$ cat config.mk
export PLATFORM = sky130hd
export DESIGN_NAME = jc_run_ctrl
export DESIGN_NICKNAME = d
export VERILOG_FILES = /design/src/rtl/jc_ctrl_pkg.sv /design/src/rtl/jc_core.sv /design/src/rtl/jc_run_ctrl.sv
export SDC_FILE = /design/constraint.sdc
export NUM_CORES = 1
export LEC_CHECK = 0
export ABC_AREA = 1
export CORE_ASPECT_RATIO = 1.1
export CORE_MARGIN = 2
export CORE_UTILIZATION = 44
export CTS_CLUSTER_DIAMETER = 30
export CTS_CLUSTER_SIZE = 28
export DETAILED_ROUTE_END_ITERATION = 10
export PLACE_DENSITY = 0.76
export SLEW_MARGIN = 40
export SYNTH_ARGS = -nofsm -noshare
export SYNTH_HDL_FRONTEND = slang
export SYNTH_SLANG_ARGS = --single-unit
$ cat constraint.sdc
create_clock -name clk -period 1.5 [get_ports clk]
set_input_delay 0.15 -clock clk [delete_from_list [all_inputs] [get_ports clk]]
set_output_delay 0.15 -clock clk [all_outputs]
set_load 0.05 [all_outputs]
$ cat src/rtl/jc_ctrl_pkg.sv
// rtl/jc_ctrl_pkg.sv - shared types and defaults for the Johnson run controller
package jc_ctrl_pkg;

  localparam int JC_WIDTH_DEF  = 8;
  localparam int JC_STEP_W_DEF = 8;

  typedef enum logic [1:0] {
    ST_IDLE = 2'd0,
    ST_LOAD = 2'd1,
    ST_RUN  = 2'd2,
    ST_DONE = 2'd3
  } jc_state_e;

  // One bit indexes the two requesters.
  typedef logic req_idx_t;

  function automatic logic [1:0] idx_to_onehot(input req_idx_t idx);
    return idx ? 2'b10 : 2'b01;
  endfunction

endpackage

$ cat src/rtl/jc_core.sv
// rtl/jc_core.sv - Johnson shift register with synchronous load and shift enable
module jc_core #(
  parameter int WIDTH = 8
) (
  input  logic             clk,
  input  logic             rst,
  input  logic             load,
  input  logic             en,
  input  logic [WIDTH-1:0] din,
  output logic [WIDTH-1:0] q
);

  logic [WIDTH-1:0] q_q;
  logic [WIDTH-1:0] q_d;

  // Load wins over shift; a shift feeds the inverted LSB into the MSB.
  always_comb begin
    q_d = q_q;
    if (load) begin
      q_d = din;
    end else if (en) begin
      q_d = {~q_q[0], q_q[WIDTH-1:1]};
    end
  end

  // Register update with synchronous clear.
  always_ff @(posedge clk) begin
    if (rst) begin
      q_q <= '0;
    end else begin
      q_q <= q_d;
    end
  end

  assign q = q_q;

endmodule

$ cat src/rtl/jc_run_ctrl.sv
// rtl/jc_run_ctrl.sv - two-requester round-robin controller for Johnson counter runs (option: JC_ILLEGAL_CHECK_EN)
module jc_run_ctrl
  import jc_ctrl_pkg::*;
#(
  parameter int WIDTH  = JC_WIDTH_DEF,
  parameter int STEP_W = JC_STEP_W_DEF
) (
  input  logic              clk,
  input  logic              rst,
  input  logic [1:0]        req,
  input  logic [WIDTH-1:0]  seed0,
  input  logic [WIDTH-1:0]  seed1,
  input  logic [STEP_W-1:0] steps0,
  input  logic [STEP_W-1:0] steps1,
  output logic [1:0]        gnt,
  output logic              busy,
  output logic              done,
  output logic              done_id,
  output logic [WIDTH-1:0]  result
`ifdef JC_ILLEGAL_CHECK_EN
  ,
  output logic              err
`endif
);

  jc_state_e         state_q, state_d;
  logic [1:0]        gnt_q, gnt_d;
  req_idx_t          id_q, id_d;
  req_idx_t          prio_q, prio_d;
  logic [WIDTH-1:0]  seed_q, seed_d;
  logic [STEP_W-1:0] steps_q, steps_d;
  logic [STEP_W-1:0] rem_q, rem_d;

  req_idx_t          pick;
  logic              core_load;
  logic              core_en;
  logic              done_c;
  logic [WIDTH-1:0]  core_q;

  // Round-robin pick: a lone requester wins, a tie goes to the priority pointer.
  always_comb begin
    pick = prio_q;
    if (req == 2'b01) begin
      pick = 1'b0;
    end else if (req == 2'b10) begin
      pick = 1'b1;
    end
  end

  // Next-state and control decode; requests are only looked at in IDLE.
  always_comb begin
    state_d   = state_q;
    gnt_d     = gnt_q;
    id_d      = id_q;
    prio_d    = prio_q;
    seed_d    = seed_q;
    steps_d   = steps_q;
    rem_d     = rem_q;
    core_load = 1'b0;
    core_en   = 1'b0;
    done_c    = 1'b0;
    case (state_q)
      ST_IDLE: begin
        if (req != 2'b00) begin
          id_d    = pick;
          gnt_d   = idx_to_onehot(pick);
          seed_d  = pick ? seed1 : seed0;
          steps_d = pick ? steps1 : steps0;
          state_d = ST_LOAD;
        end
      end
      ST_LOAD: begin
        core_load = 1'b1;
        rem_d     = steps_q;
        state_d   = (steps_q == '0) ? ST_DONE : ST_RUN;
      end
      ST_RUN: begin
        core_en = 1'b1;
        rem_d   = rem_q - STEP_W'(1);
        if (rem_q == STEP_W'(1)) begin
          state_d = ST_DONE;
        end
      end
      ST_DONE: begin
        done_c  = 1'b1;
        gnt_d   = 2'b00;
        prio_d  = ~id_q;
        state_d = ST_IDLE;
      end
      default: begin
        state_d = ST_IDLE;
      end
    endcase
  end

  // State and datapath registers; reset aborts any run outright.
  always_ff @(posedge clk) begin
    if (rst) begin
      state_q <= ST_IDLE;
      gnt_q   <= 2'b00;
      id_q    <= 1'b0;
      prio_q  <= 1'b0;
      seed_q  <= '0;
      steps_q <= '0;
      rem_q   <= '0;
    end else begin
      state_q <= state_d;
      gnt_q   <= gnt_d;
      id_q    <= id_d;
      prio_q  <= prio_d;
      seed_q  <= seed_d;
      steps_q <= steps_d;
      rem_q   <= rem_d;
    end
  end

  jc_core #(
    .WIDTH (WIDTH)
  ) u_core (
    .clk  (clk),
    .rst  (rst),
    .load (core_load),
    .en   (core_en),
    .din  (seed_q),
    .q    (core_q)
  );

  assign gnt     = gnt_q;
  assign busy    = (state_q != ST_IDLE);
  assign done    = done_c;
  assign done_id = id_q;
  assign result  = core_q;

`ifdef JC_ILLEGAL_CHECK_EN
  logic seed_legal;

  // A legal Johnson value has at most one bit boundary where adjacent bits differ.
  always_comb begin
    seed_legal = ($countones(seed_q[WIDTH-1:1] ^ seed_q[WIDTH-2:0]) <= 1);
  end

  assign err = done_c & ~seed_legal;
`endif

endmodule
Word level (Yosys, flattened, before mapping)
Index checks and enable logic that the tools add are counted.

Equal/unequal tests: 8. Bitwise operators: 2. Add/sub/neg operators: 1. Reductions and logical operators: 10. Mux-type cells: 17.

Operators by type and width (number): two-way mux 8 bit (4); one-hot mux 8 bit (2 select lines) (1); nonzero test 2 bit (5); equality test 8 x 1 -> 1 bit (second input constant) (1); logical NOT 8 bit (1); two-way mux 2 bit (4); one-hot mux 2 bit (4 select lines) (1); subtractor 8 x 1 -> 8 bit (second input constant) (1); equality test 2 bit (second input constant) (3); two-way mux 1 bit (6); AND reduction 2 bit (3); equality test 2 x 1 -> 1 bit (second input constant) (2); != test 2 bit (second input constant) (2); one-hot mux 2 bit (2 select lines) (1); logical NOT 2 bit (1); inverter 1 bit (2).

Bits of input ports: 36. Register bits: 38. Logic and storage cells: 46.

Longest topological paths before layout
Gate-level depths: netlist (run 1).

Depth in word-level cells: 6. Depth in mapped cells: 9. Mapped depth without buffers: 8.

Modules after synthesis
Synthesis (run 1) repeated with hierarchy kept, for this count alone.

Cell total of the unflattened synthesis: 293. Area, all modules: 1960.6 um^2.

By module, submodules not included: jc_run_ctrl (area each 1536.5 um^2, seq. area each 600.6 um^2, instances 1, cells an instance 227); jc_core (area each 424.2 um^2, seq. area each 160.2 um^2, instances 1, cells an instance 66).

Least setup slack after synthesis (run 1)
No wires, ideal clock.

Path type: flip-flop to flip-flop. Start: reg state_q[0]. End: reg seed_q[6]. Path slack: -77 ps. Data required time: 1426 ps. Cell stages (with the launch flop): 9. Path buffers: 1. Library setup time: 74 ps. Arrival time: 1502 ps. Cell sequence: dfxtp_1 -> inv_1 -> ha_1 -> inv_2 -> a21oi_4 -> inv_2 -> buf_2 -> nand2_1 -> a31oi_1.

Longest elaborated chain between the ends: 2.

RTL lines: start: declaration (line jc_run_ctrl.sv:26) `jc_state_e state_q, state_d;`; start signal: assignment (line jc_run_ctrl.sv:107) `state_q <= state_d;`; logical NOT 2 bit (line jc_run_ctrl.sv:62) `case (state_q)`; AND reduction 2 bit (no line); end signal: assignment (line jc_run_ctrl.sv:103) `seed_q <= '0;`; end signal: assignment (line jc_run_ctrl.sv:111) `seed_q <= seed_d;`; end: declaration (line jc_run_ctrl.sv:30) `logic [WIDTH-1:0] seed_q, seed_d;`.

Every way passes these cells. A chain may end at the register's enable or synchronous reset.

Worst setup path in the final report (run 1)
Start: reg state_q[0]. End: out done.

Longest elaborated chain between the ends: 2.

RTL lines: equality test 2 bit (line jc_run_ctrl.sv:62); two-way mux 1 bit (line jc_run_ctrl.sv:62); end: declaration (line jc_run_ctrl.sv:17) `output logic done,`.

Every way passes these cells.

==> out/results.ini, run 1 <==
[status]
status=finished, final reports clean

[detailed_routing]
dr.pass1.iters=4
drc=0
routed_wirelength_um=4930
vias_per_cell=5.085
detail_route.wl_per_cell_um=12.67
vias=1978
drt_iter0_drc=195
ant_nets=0

[yosys]
synth_area_mm2=0.001932
synth_seq_area_share=0.3938
synthesis.nets=321
synthArstFlopShare=0
synthTopCellsByCount=nand2_1, dfxtp_1, inv_1
synth_top_area_frac=0.3938
yosysUniqueCellTypes=22
synthTopCellsByArea=dfxtp_1, nand2_1, inv_1
synth_warnings=0
synth.most_common_cell=nand2_1
avgSynthCellArea_um2=6.924
synth_edf_count=0
ys_seq_elements=38
synthFlopType=dfxtp_1
yosysTopAreaCell=dfxtp_1
postSynthCellCount=279

[global_route]
grt_overflow=0
grt_pass1_wl_um=7886
grt_max_degree=26
antenna_found_initial=0
grt_usage=0.2126
grt_pass1_vias=1854

[hold_path]
whs_endpoint=seed_q[0]
min_from=seed1[0]
hp-class=in2reg
worstHoldPathCells=3

[worst_setup_path]
arrival_ns=1.26
rr_startpoint=state_q[0]
critPathSlowestCell=dfxtp_1
worst-setup-path-type=reg2out
worst_path_largest_cell_delay_ns=0.35
crit_path_end_kind=primary output
reg2reg_slack_ns=0.10
startpoint_type=flip-flop
r2r_end=seed_q[6]
critPathMaxFanout=5
r2r_cells=8
cp.required_ns=1.35
path_cells=buf_4, ha_1, buf_12

[clock_tree]
clkTransAtPathRegs_ns=0.07
post_cts_buffers=0
cts-root-buf=clkbuf_8
clockBufferDepth=2
cts_buffers=5
htree_num_levels=2
clk_latency_ns=0.30
clkSinkCount=38
cts_tree=built

[sta]
hold_viol_final=0
finalClockSkew_ns=0.006056
min_period_over_period=0.9396
rsz0062_at_grt=false
slew_headroom=0.7008
slew_viol_final=0
max_freq_mhz=709.5
fin_crit_ns=1.409
tightest_slew_ns=0.4483
setup_viol=0

[final_layout]
fin_cells=389
final_cell_area_mm2=0.002639
n_fill_cell=395
nets=377
area_delta_synth_final_pct=36.59
antenna-diode-count=0
drive_above_1_share=0.1373

[floorplanning]
die-height_um=73.50
fp.dieW_um=67.18
core_area_mm2=0.004254
rows=25
dieArea_mm2=0.004937
ios=49
initial_utilization=0.4541

[placement]
post_dp_cell_area_mm2=0.002536
post-dp-hpwl_um=3574
place_inst=381
io_buffers=48
gp_congestion=0.8579

[power]
vdd_drop_max_mv=1.688
power_density_mw_per_mm2=2061
p_leak_uw=0.001125

[flow_run]
drv_cap=0

-- cell type report --
type                            count  area [um^2]  share of cell area
Timing Repair Buffer               61        595.6              0.2257
Sequential cell                    38        760.7              0.2883
Clock buffer                        5        68.82             0.02608
Tap cell                           54        67.56             0.02560
Clock inverter                      2        10.01            0.003793
Inverter                           36        137.6             0.05216
Multi-Input combinational cell    193        998.5              0.3784
-- per-stage QoR --
stage / setup TNS [ns] / util / hold slack, ns / setup slack [ns] / power (uW)
2_1_floorplan: -0.01982 / - / 0.2878 / -0.01982 / 3604
3_3_place_gp: 0 / 0.5962 / 0.4617 / 0.02863 / 4590
3_5_place_dp: -0.3151 / 0.5962 / 0.4757 / -0.04764 / 4660
4_1_cts: 0 / 0.6147 / 0.4109 / 0.004450 / 5345
5_1_grt: 0 / 0.6203 / 0.4423 / 0.03495 / 5844
6_report: 0 / 0.6203 / 0.4119 / 0.09057 / 5438
-- where the power goes --
part / internal, uW / switching [uW]
sequential: 1300 / 215
clock: 312 / 372
combinational: 1340 / 1900
-- worst max-delay path: cells and delay by family (launching register included) --
| kind | cells | cell delay (ns) |
|---|---|---|
| buffers and inverters | 2 | 0.31 |
| adder cells (fa/ha/maj) | 1 | 0.30 |
| flip-flops | 1 | 0.35 |
-- how the worst max path moves through the flow --
stage	from	endpoint	slack, ns
floorplan	state_q[0]	state_q[1]	-0.02
global placement	req[1]	seed_q[0]	0.03
detailed placement	req[1]	steps_q[1]	-0.05
CTS	state_q[0]	steps_q[1]	0.004
global route	rem_q[0]	rem_q[4]	0.03
finish	state_q[0]	done	0.09
-- cells by family after synthesis --
kind of cell	count (synthesis)	share of synthesized area
adder cells (fa/ha/maj)	6	0.03886
buffers and inverters	49	0.1030
flip-flops	38	0.3938
AND/OR/NAND/NOR	121	0.2636
AO/OA/AOI/OAI	65	0.2008
-- timing repair --
action                                  in CTS  in global routing
hold endpoints to repair                     0                  0
hold buffers                                 0                  0
endpoints found under the setup margin       0                 18
gates resized for setup                      0                  3
-- registers in the layout, summed over array words and instances (netlist names) --
name	cells
state_q	2
u_core.q	8
seed_q	8
done_id	1
steps_q	8
rem_q	8
prio_q	1
gnt	2
-- cells in the final DEF, fill, tap and decap left out, types with 2 or more instances in the layout --
| master | synthesis | final |
|---|---|---|
| nor2_4 | 1 | 2 |
| a31oi_1 | 11 | 11 |
| nand3_1 | 18 | 18 |
| nor3_1 | 5 | 5 |
| clkdlybuf4s50_1 | 0 | 35 |
| clkinv_2 | 0 | 2 |
| a21oi_1 | 22 | 22 |
| buf_4 | 0 | 22 |
| nand2_1 | 79 | 79 |
| o211ai_1 | 12 | 12 |
| buf_12 | 0 | 4 |
| nor2_1 | 16 | 16 |
| ha_1 | 6 | 4 |
| dfxtp_1 | 38 | 38 |
| inv_1 | 31 | 30 |
| o21ai_1 | 8 | 8 |
| inv_2 | 5 | 5 |
| clkbuf_8 | 0 | 5 |
| o21ai_0 | 9 | 9 |
-- layer usage --
metal	vias to the layer above	GRT usage	part of all wire
met5	-	0	0
met4	0	0.09751	0.017
met3	8	0.04288	0.044
li1	1025	-	-
met2	49	0.3542	0.50
met1	896	0.2617	0.44
No activity file was read; power rests on OpenSTA's default activity.
==> run 2: changes to the inputs <==
--- a/config.mk
+++ b/config.mk
@@ -8,11 +8,10 @@
 export ABC_AREA = 1
 export CORE_ASPECT_RATIO = 1.1
 export CORE_MARGIN = 2
-export CORE_UTILIZATION = 44
+export CORE_UTILIZATION = 30
 export CTS_CLUSTER_DIAMETER = 30
 export CTS_CLUSTER_SIZE = 28
 export DETAILED_ROUTE_END_ITERATION = 10
-export PLACE_DENSITY = 0.76
 export SLEW_MARGIN = 40
 export SYNTH_ARGS = -nofsm -noshare
 export SYNTH_HDL_FRONTEND = slang
==> run 2 against run 1 <==
  * Flip-flop and latch count is the same
  * Final area grew 2.9%
  * Register-to-register slack is essentially flat
  * Wire length grew 3.4%
  * Critical path type is now reg2reg
==> out/results.ini, run 2 (synthesis results as in run 1) <==
[status]
status=finished, final reports clean  ; unchanged

[sta]
max_freq_mhz=710.7  ; was 709.5 MHz
hold_viol_final=0  ; unchanged
slew_headroom=0.6799  ; was 0.7008
min_period_over_period=0.9380  ; was 0.9396
setup_slack_ns=0.09302  ; was 0.09057 ns
setup_viol=0  ; unchanged
rsz0062_at_grt=false  ; unchanged
fin_crit_ns=1.407  ; was 1.409 ns
holdWs_ns=0.4336  ; was 0.4119 ns
finalClockSkew_ns=0.006207  ; was 0.006056 ns
slew_viol_final=0  ; unchanged
tightest_slew_ns=0.4801  ; was 0.4483 ns

[flow_run]
drv_cap=0  ; unchanged

[clock_tree]
htree_num_levels=2  ; unchanged
cts_buffers=5  ; unchanged
clkTransAtPathRegs_ns=0.07  ; about the same
cts-root-buf=clkbuf_8  ; unchanged
clk_latency_ns=0.29  ; was 0.30 ns
clockBufferDepth=2  ; unchanged
clkSinkCount=38  ; unchanged
cts_tree=built  ; unchanged

[power]
finalPower_uw=5608  ; was 5438 uW
power_density_mw_per_mm2=2064  ; was 2061 mW/mm^2
vdd_drop_max_mv=1.212  ; was 1.688 mV
p_leak_uw=0.001143  ; was 0.001125 uW

[worst_setup_path]
reg2reg_slack_ns=0.09  ; was 0.10 ns
r2r_end=seed_q[0]  ; was seed_q[6]
critPathMaxFanout=8  ; was 5
worst_path_largest_cell_delay_ns=0.32  ; was 0.35 ns
worst-setup-path-type=reg2reg  ; was reg2out
startpoint_type=flip-flop  ; unchanged
cp_common_cell=inv_4
rr_startpoint=state_q[0]  ; unchanged
arrival_ns=1.62  ; was 1.26 ns
r2r_cells=8  ; unchanged
critPathSlowestCell=dfxtp_1  ; unchanged
cp.required_ns=1.71  ; was 1.35 ns
worst-path-buf-inv=3  ; was 2
path_cells=inv_2, ha_4, inv_4, a21oi_4, inv_4, nor2_4, nand2_1, a31oi_1  ; was buf_4, ha_1, buf_12
critical-path-top-delay-family=flip-flops  ; unchanged
crit_path_end_kind=flip-flop  ; was primary output

[final_layout]
layout_common_cells=nand2_1, dfxtp_1, clkdlybuf4s50_1  ; unchanged
antenna-diode-count=0  ; unchanged
final_common_cell=nand2_1  ; unchanged
area_delta_synth_final_pct=40.61  ; was 36.59%
drive_above_1_share=0.1369  ; was 0.1373
nets=378  ; was 377

[global_route]
grt_pass1_wl_um=7997  ; was 7886 um
grt_overflow=0  ; unchanged
antenna_found_initial=0  ; unchanged
grt_usage=0.1446  ; was 0.2126
grt_pass1_vias=1747  ; was 1854
grt_max_degree=20  ; was 26

[detailed_routing]
dr.pass1.iters=4  ; unchanged
ant_nets=0  ; unchanged
vias=1969  ; was 1978
routed_wirelength_um=5098  ; was 4930 um
vias_per_cell=4.733  ; was 5.085
drc=0  ; unchanged
detail_route.wl_per_cell_um=12.25  ; was 12.67 um
drt_iter0_drc=109  ; was 195

[hold_path]
worstHoldPathCells=3  ; unchanged
hp-class=in2reg  ; unchanged
whs_endpoint=steps_q[5]  ; was seed_q[0]
min_from=steps1[5]  ; was seed1[0]

[placement]
post-dp-hpwl_um=3751  ; was 3574 um
preCtsSetupSlack_ns=-0.03708  ; was -0.04764 ns
gp_congestion=0.8287  ; was 0.8579
io_buffers=48  ; unchanged

[floorplanning]
die-height_um=88.17  ; was 73.50 um
rows=30  ; was 25
fp.dieW_um=80.51  ; was 67.18 um
initial_utilization=0.3119  ; was 0.4541
dieArea_mm2=0.007098  ; was 0.004937 mm^2
core_area_mm2=0.006193  ; was 0.004254 mm^2
ios=49  ; unchanged

[run 2: cell count changes in the layout (fill, tap and decap cells not counted), sizes merged]
cell and delta:
bufinv +1, clkinv -2, nor2 +1, clkbuf +1
[run 2: power breakdown]
group / switching (uW) / internal (uW) / leakage [uW]
Combinational: 1920 / 1300 / 0.000773
Sequential: 203 / 1300 / 0.000312
Clock: 361 / 532 / 0.0000573
[run 2: worst reg2reg max path: cells and delay by family, from the launching register on]
kind	cells	cell delay, ns
AO/OA/AOI/OAI	2	0.29
adder cells (fa/ha/maj)	1	0.18
buffers and inverters	3	0.25
flip-flops	1	0.32
AND/OR/NAND/NOR	2	0.30
[run 2: per-layer routing]
metal / vias to the layer above / GRT usage / share of wire
li1: 1029 / - / -
met1: 886 / 0.1863 / 0.46
met2: 45 / 0.2318 / 0.48
met3: 9 / 0.03299 / 0.047
met4: 0 / 0.06317 / 0.019
met5: - / 0 / 0
[run 2: how the worst max path moves through the flow]
stage,to,from,cells after the start,slack (ns)
after detailed placement,seed_q[0],req[1],7,-0.04
after global routing,seed_q[0],state_q[1],8,0.02
after CTS,seed_q[6],state_q[0],8,0.01
after global placement,seed_q[6],req[1],7,0.02
final,seed_q[0],state_q[0],8,0.09
after floorplan,state_q[1],state_q[0],6,-0.02
[run 2: area by class of cell]
class	count	area, um^2
clock inverters	1	30.03
repair buffers	61	595.6
clock buffers	6	82.58
inverters	36	140.1
multi-input cells	194	1007
fillers	633	3477
well taps	80	100.1
flip-flops and latches	38	760.7
[run 2: repair_timing]
item | CTS | global route
hold buffers | 0 | 0
endpoints found under the setup margin | 0 | 17
resized for setup | 0 | 3
buffers inserted | 0 | 0
[run 2: per-stage QoR]
| step | area [um^2] | instances | util | setup TNS [ns] |
|---|---|---|---|---|
| global route | 2716 | 416 | 0.4386 | 0 |
| floorplan | 1941 | 279 | - | -0.01982 |
| detailed placement | 2569 | 407 | 0.4147 | -0.2762 |
| global placement | 2569 | 407 | 0.4147 | 0 |
| finish | 2716 | 416 | 0.4386 | 0 |
| CTS | 2681 | 414 | 0.4329 | 0 |
